File: config.mk
export PLATFORM = sky130hd
export DESIGN_NAME = ram_fifo_ctrl
export DESIGN_NICKNAME = d
export VERILOG_FILES = /design/src/rtl/ram_fifo_ctrl.sv
export SDC_FILE = /design/constraint.sdc
export NUM_CORES = 1
export LEC_CHECK = 0
export ABC_AREA = 1
export CORE_MARGIN = 2
export CORE_UTILIZATION = 50
export DETAILED_ROUTE_END_ITERATION = 7
export PLACE_DENSITY_LB_ADDON = 0.2
export SLEW_MARGIN = 20
export SYNTH_ARGS = -nofsm -noshare
export SYNTH_HDL_FRONTEND = slang
export SYNTH_SLANG_ARGS = --single-unit
File: constraint.sdc
create_clock -name clk -period 3.8 [get_ports clk]
set_input_delay 0.38 -clock clk [delete_from_list [all_inputs] [get_ports clk]]
set_output_delay 0.38 -clock clk [all_outputs]
set_load 0.02 [all_outputs]
File: src/rtl/ram_fifo_ctrl.sv
// ram_fifo_ctrl
//   Turns a registered-read dual-port RAM into a first-word-fall-through FIFO
//   with valid/ready handshakes on both sides. The RAM's one-cycle read
//   latency is hidden by an output register plus a one-entry skid register,
//   so a continuous stream moves one word per cycle.
//
// Ports
//   clk, rst          clock; synchronous active-high reset
//   in_data/valid     producer word and handshake; in_ready back to producer
//   out_data/valid    oldest word (registered); out_ready from consumer
//   count             words held (accepted minus delivered), 0..RAM_SIZE
//   ram_w_*           RAM write port (combinational from the push)
//   ram_r_addr        RAM read address; ram_data_out valid one cycle later
module ram_fifo_ctrl #(
    parameter int RAM_SIZE   = 64,
    parameter int DATA_WIDTH = 8,
    localparam int ADDR_WIDTH = $clog2(RAM_SIZE)
) (
    input  logic                  clk,
    input  logic                  rst,
    input  logic [DATA_WIDTH-1:0] in_data,
    input  logic                  in_valid,
    output logic                  in_ready,
    output logic [DATA_WIDTH-1:0] out_data,
    output logic                  out_valid,
    input  logic                  out_ready,
    output logic [ADDR_WIDTH:0]   count,
    output logic [ADDR_WIDTH-1:0] ram_w_addr,
    output logic                  ram_w_enable,
    output logic [DATA_WIDTH-1:0] ram_data_in,
    output logic [ADDR_WIDTH-1:0] ram_r_addr,
    input  logic [DATA_WIDTH-1:0] ram_data_out
);

    localparam logic [ADDR_WIDTH:0]   FULL    = RAM_SIZE[ADDR_WIDTH:0];
    localparam logic [ADDR_WIDTH-1:0] PTR_ONE = 1;
    localparam logic [ADDR_WIDTH:0]   CNT_ONE = 1;

    logic [ADDR_WIDTH-1:0] wr_ptr_q, wr_ptr_d;
    logic [ADDR_WIDTH-1:0] rd_ptr_q, rd_ptr_d;
    logic [ADDR_WIDTH:0]   mem_count_q, mem_count_d;
    logic [ADDR_WIDTH:0]   count_q, count_d;
    logic                  pend_q, pend_d;
    logic                  skid_valid_q, skid_valid_d;
    logic [DATA_WIDTH-1:0] skid_q, skid_d;
    logic                  out_valid_q, out_valid_d;
    logic [DATA_WIDTH-1:0] out_data_q, out_data_d;

    logic       push, pop, fetch;
    logic [2:0] occ;

    // Full is judged on the registered count only: a pop at full frees the
    // slot for the next cycle, keeping in_ready off the pop path.
    assign in_ready     = !rst && (count_q != FULL);
    assign ram_w_enable = push;
    assign ram_w_addr   = wr_ptr_q;
    assign ram_data_in  = in_data;
    assign ram_r_addr   = rd_ptr_q;
    assign out_data     = out_data_q;
    assign out_valid    = out_valid_q;
    assign count        = count_q;

    always_comb begin
        push = in_valid && in_ready;
        pop  = out_valid_q && out_ready;
        // Words that will sit in the output stages after this edge if no new
        // fetch is issued; a fetch is allowed only while there is room for it.
        occ   = {2'b0, out_valid_q} + {2'b0, skid_valid_q} + {2'b0, pend_q} - {2'b0, pop};
        // mem_count is registered, so a word written this cycle cannot be
        // fetched until next cycle: no same-address read/write collision.
        fetch = (mem_count_q != '0) && (occ < 3'd2);
    end

    always_comb begin
        wr_ptr_d     = wr_ptr_q;
        rd_ptr_d     = rd_ptr_q;
        mem_count_d  = mem_count_q;
        count_d      = count_q;
        pend_d       = fetch;
        skid_valid_d = skid_valid_q;
        skid_d       = skid_q;
        out_valid_d  = out_valid_q;
        out_data_d   = out_data_q;

        if (push)  wr_ptr_d = wr_ptr_q + PTR_ONE;
        if (fetch) rd_ptr_d = rd_ptr_q + PTR_ONE;
        if (push && !fetch) mem_count_d = mem_count_q + CNT_ONE;
        if (!push && fetch) mem_count_d = mem_count_q - CNT_ONE;
        if (push && !pop)   count_d = count_q + CNT_ONE;
        if (!push && pop)   count_d = count_q - CNT_ONE;

        // Order-preserving refill: skid drains into the output register
        // before any newly returned RAM word.
        if (pop && skid_valid_q) begin
            out_data_d = skid_q;
            if (pend_q) skid_d = ram_data_out;
            else        skid_valid_d = 1'b0;
        end else if (pop) begin
            if (pend_q) out_data_d  = ram_data_out;
            else        out_valid_d = 1'b0;
        end else if (pend_q) begin
            if (!out_valid_q) begin
                out_data_d  = ram_data_out;
                out_valid_d = 1'b1;
            end else begin
                skid_d       = ram_data_out;
                skid_valid_d = 1'b1;
            end
        end
    end

    always_ff @(posedge clk) begin
        if (rst) begin
            wr_ptr_q     <= '0;
            rd_ptr_q     <= '0;
            mem_count_q  <= '0;
            count_q      <= '0;
            pend_q       <= 1'b0;
            skid_valid_q <= 1'b0;
            skid_q       <= '0;
            out_valid_q  <= 1'b0;
            out_data_q   <= '0;
        end else begin
            wr_ptr_q     <= wr_ptr_d;
            rd_ptr_q     <= rd_ptr_d;
            mem_count_q  <= mem_count_d;
            count_q      <= count_d;
            pend_q       <= pend_d;
            skid_valid_q <= skid_valid_d;
            skid_q       <= skid_d;
            out_valid_q  <= out_valid_d;
            out_data_q   <= out_data_d;
        end
    end

endmodule

==> flow_summary.toml <==
[critical_path]
critPathKind = "in2reg"
crit_fanout = 7
r2r-end = "mem_count_q[6]"
arrival_time_of_data_at_the_critical_path_endpoint_ns = 3.27
cp-end-kind = "flip-flop"
critical_path_most_common_cell = "sky130_fd_sc_hd__nand2_1"
critical_path.slowest_cell = "sky130_fd_sc_hd__clkdlybuf4s50_1"
critical_path.max_stage_delay_ns = 0.55
crit_family = "adder cells"
cp_cell_sequence = "clkdlybuf4s50_1, nand2_4, ha_1, ha_1, nand2_1, nand2_1, nand2_1, nand2_1, nor2_2, ha_1, inv_1, fa_1, inv_1, nand3_1, nand4_1, nand3_1, nand2_1, inv_1"
cp_num_buf_inv = 4
reg2reg_slack_ns = 0.83
start_kind = "input pin"
timing.reg2reg.worst_path_depth = 17
timing.critical_path.required_ns = 4.01
launch_instance_of_the_worst_register_to_register_path = "out_valid"

[placement]
detailed_place_hpwl_um = 4130
place.port_buffers = 41
placed_area_um2 = 3070
place_congestion = 0.837
placed_cells_incl_taps = 486

[detailed_routing]
antenna_violating_nets_post_route = 0
post-route-drc-count = 0
drt-pass1-iter-count = 4
avgRoutedWirePerCell_um = 11.2
drt-initial-drc-count = 146
wl_um = 5560
via_cell_ratio = 4.97
dr_total_vias = 2455

[final_layout]
drive_above_1_share_pct = 5.19
filler_cell_count = 489
layoutNonFillerInstCount = 494
nets = 463
n_antenna_cell = 0
areaGrowthSynthToFinish_pct = 20.4
commonest_cells_after_routing_fill_and_taps_aside = "96 x sky130_fd_sc_hd__nand2_1, 52 x sky130_fd_sc_hd__nor2_1, 45 x sky130_fd_sc_hd__inv_1, 45 x sky130_fd_sc_hd__dfxtp_1, 41 x sky130_fd_sc_hd__clkdlybuf4s50_1"
regArea_um2 = 901
total_area_of_multi_input_combinational_cells_um2 = 1470
layout_commonest_cell = "sky130_fd_sc_hd__nand2_1"
finalInstanceArea_um2 = 3170

[sta]
setup_viol = 0
slew_viol_final = 0
period_share_pct = 80.5
rsz0062_at_grt = "no"
maxClockFrequency_ghz = 0.327
max-slew-margin-rel_pct = 71.9
final.min_clock_period_ns = 3.06
timing.setup.tns_ns = 0
timing.clock.skew_ns = 0.00523
worstMarginPinSlew_ns = 0.420
final-hold-violation-count = 0

[clocking]
cts_setup_buffers = 0
cts_buffer_depth = 2
clock_latency_of_the_later_clocked_register_in_the_worst_skew_pair_ns = 0.30
holdBufCountCts = 0
htree_num_levels = 2
clock_pin_slew_reported_for_the_worst_setup_and_hold_paths_after_clock_tree_synthesis_ns = 0.09
number_of_cells_upsized_or_downsized_after_cts = 0
clock_tree_from_tritoncts = "built"
cts_buffers = 5
cts.sink_count = 45
ctsRootBufferMaster = "sky130_fd_sc_hd__clkbuf_8"

[synthesis]
synthesis.area_um2 = 2630
synth_cell_type_count = 29
yosysWarnings = 0
ys_seq_area_share_pct = 34.2
synth.net_count = 425
post_synth_inst_count = 385
number_of_flip_flops_and_latches_in_the_synthesized_netlist = 45
synth.avg_cell_area_um2 = 6.84

[global_routing]
grt_start_max_net_pins = 24
grt_first_pass_wirelength_um = 9660
grt_pass1_vias = 2247
global_route.overflow_total = 0
total_grt_usage_pct = 19.8
antenna_violations_before_repair = 0

[power_and_ir_drop]
p_leak_nw = 1.48
power-per-cell-area_nw_per_um2 = 728
vdd_drop_max_uv = 558
total_power_mw = 2.31

[job]
maxCapViolations = 0

[die]
design.die.area_um2 = 5860
placeable_core_area_um2 = 5110
start_util_pct = 51.5
placement_rows = 26
die_w_um = 76.6
die_y_um = 76.6
design.portCount = 58

[min_path]
holdPathStages = 2
hold_start = "out_data[3]"
hold_path_end = "out_data[3]"
hold_class = "reg2reg"

[outcome]
run_status = "finished, final reports clean"
[cell type report]
cell class,instances,share of cell area (%)
clock buffer,6,2.60
tap,70,2.76
clock inverter,2,0.434
sequential,45,28.4
inverter,48,5.84
multi-input combinational,279,46.3
timing repair buffer,44,13.7
[Yosys cell counts]
cell	number	area share, %
sky130_fd_sc_hd__a21o_1	1	0.29
sky130_fd_sc_hd__a21oi_1	28	5.3
sky130_fd_sc_hd__a31oi_1	3	0.71
sky130_fd_sc_hd__a41oi_1	1	0.33
sky130_fd_sc_hd__buf_4	8	2.3
sky130_fd_sc_hd__clkbuf_1	5	0.71
sky130_fd_sc_hd__clkinv_1	1	0.14
sky130_fd_sc_hd__dfxtp_1	45	34
sky130_fd_sc_hd__fa_1	2	1.5
sky130_fd_sc_hd__ha_1	18	8.6
sky130_fd_sc_hd__inv_1	45	6.4
sky130_fd_sc_hd__inv_2	1	0.14
sky130_fd_sc_hd__inv_6	1	0.33
sky130_fd_sc_hd__nand2_1	96	14
sky130_fd_sc_hd__nand2_4	1	0.43
sky130_fd_sc_hd__nand3_1	31	5.9
sky130_fd_sc_hd__nand3b_1	3	0.86
sky130_fd_sc_hd__nand4_1	2	0.48
sky130_fd_sc_hd__nor2_1	52	7.4
sky130_fd_sc_hd__nor2_2	2	0.48
sky130_fd_sc_hd__nor2_8	1	0.76
sky130_fd_sc_hd__nor3_1	2	0.38
sky130_fd_sc_hd__o211ai_1	2	0.57
sky130_fd_sc_hd__o21ai_0	18	3.4
sky130_fd_sc_hd__o21ai_1	4	0.76
sky130_fd_sc_hd__o21ai_4	1	0.62
sky130_fd_sc_hd__or2_2	4	0.95
sky130_fd_sc_hd__xnor2_1	6	2.0
sky130_fd_sc_hd__xor2_1	1	0.33
[logic make-up (layout without fill, tap and decap cells)]
family	after synthesis	after routing	share of synthesized area, %
xor+xnor	7	7	2.33
buf+inv	61	100	10.0
fa+ha+maj	20	20	10.1
compound gates	58	58	12.0
flops	45	45	34.2
simple gates	194	194	31.3
[sequential cells by signal, indices dropped and copies added, names as in the netlist]
name	flops
out_data	8
skid_q	8
count	7
ram_w_addr	6
skid_valid_q	1
ram_r_addr	6
pend_q	1
out_valid	1
mem_count_q	7
[per-layer routing]
metal / part of all wire [%] / up-vias / GRT usage [%]
met2: 46 / 43 / 34.1
li1: - / 1305 / -
met5: 0 / - / 0
met1: 49 / 1099 / 24.8
met3: 4.3 / 8 / 4.98
met4: 0.95 / 0 / 4.91
[worst max path at each step]
stage                     startpoint              to  slack, ns  cells past startpoint
after floorplan            out_valid  mem_count_q[5]       0.81                     15
after global placement     out_ready  mem_count_q[5]       0.53                     16
after detailed placement   out_ready  mem_count_q[6]       0.43                     18
after CTS                  out_ready  mem_count_q[6]       0.74                     18
after global routing       out_ready  mem_count_q[6]       0.50                     18
final                      out_ready  mem_count_q[6]       0.74                     18
[worst min-delay path, cell delays in order (launching register included)]
cell and delay, ns:
sky130_fd_sc_hd__dfxtp_1 0.32, sky130_fd_sc_hd__nand2_1 0.06, sky130_fd_sc_hd__a21oi_1 0.05
[metrics by stage]
step           hold slack, ns  utilization [%]  setup slack (ns)
2_1_floorplan           0.455                -             0.806
3_3_place_gp            0.453             60.2             0.525
3_5_place_dp            0.455             60.2             0.433
4_1_cts                 0.468             62.1             0.738
5_1_grt                 0.496             62.1             0.497
6_report                0.467             62.1             0.742
[power breakdown]
group | internal [mW] | total (mW) | leakage [nW] | switching [mW]
registers | 0.594 | 0.711 | 0.369 | 0.117
clock network | 0.147 | 0.312 | 0.0512 | 0.165
logic | 0.531 | 1.28 | 1.06 | 0.753
No activity file was read; power rests on OpenSTA's default activity.
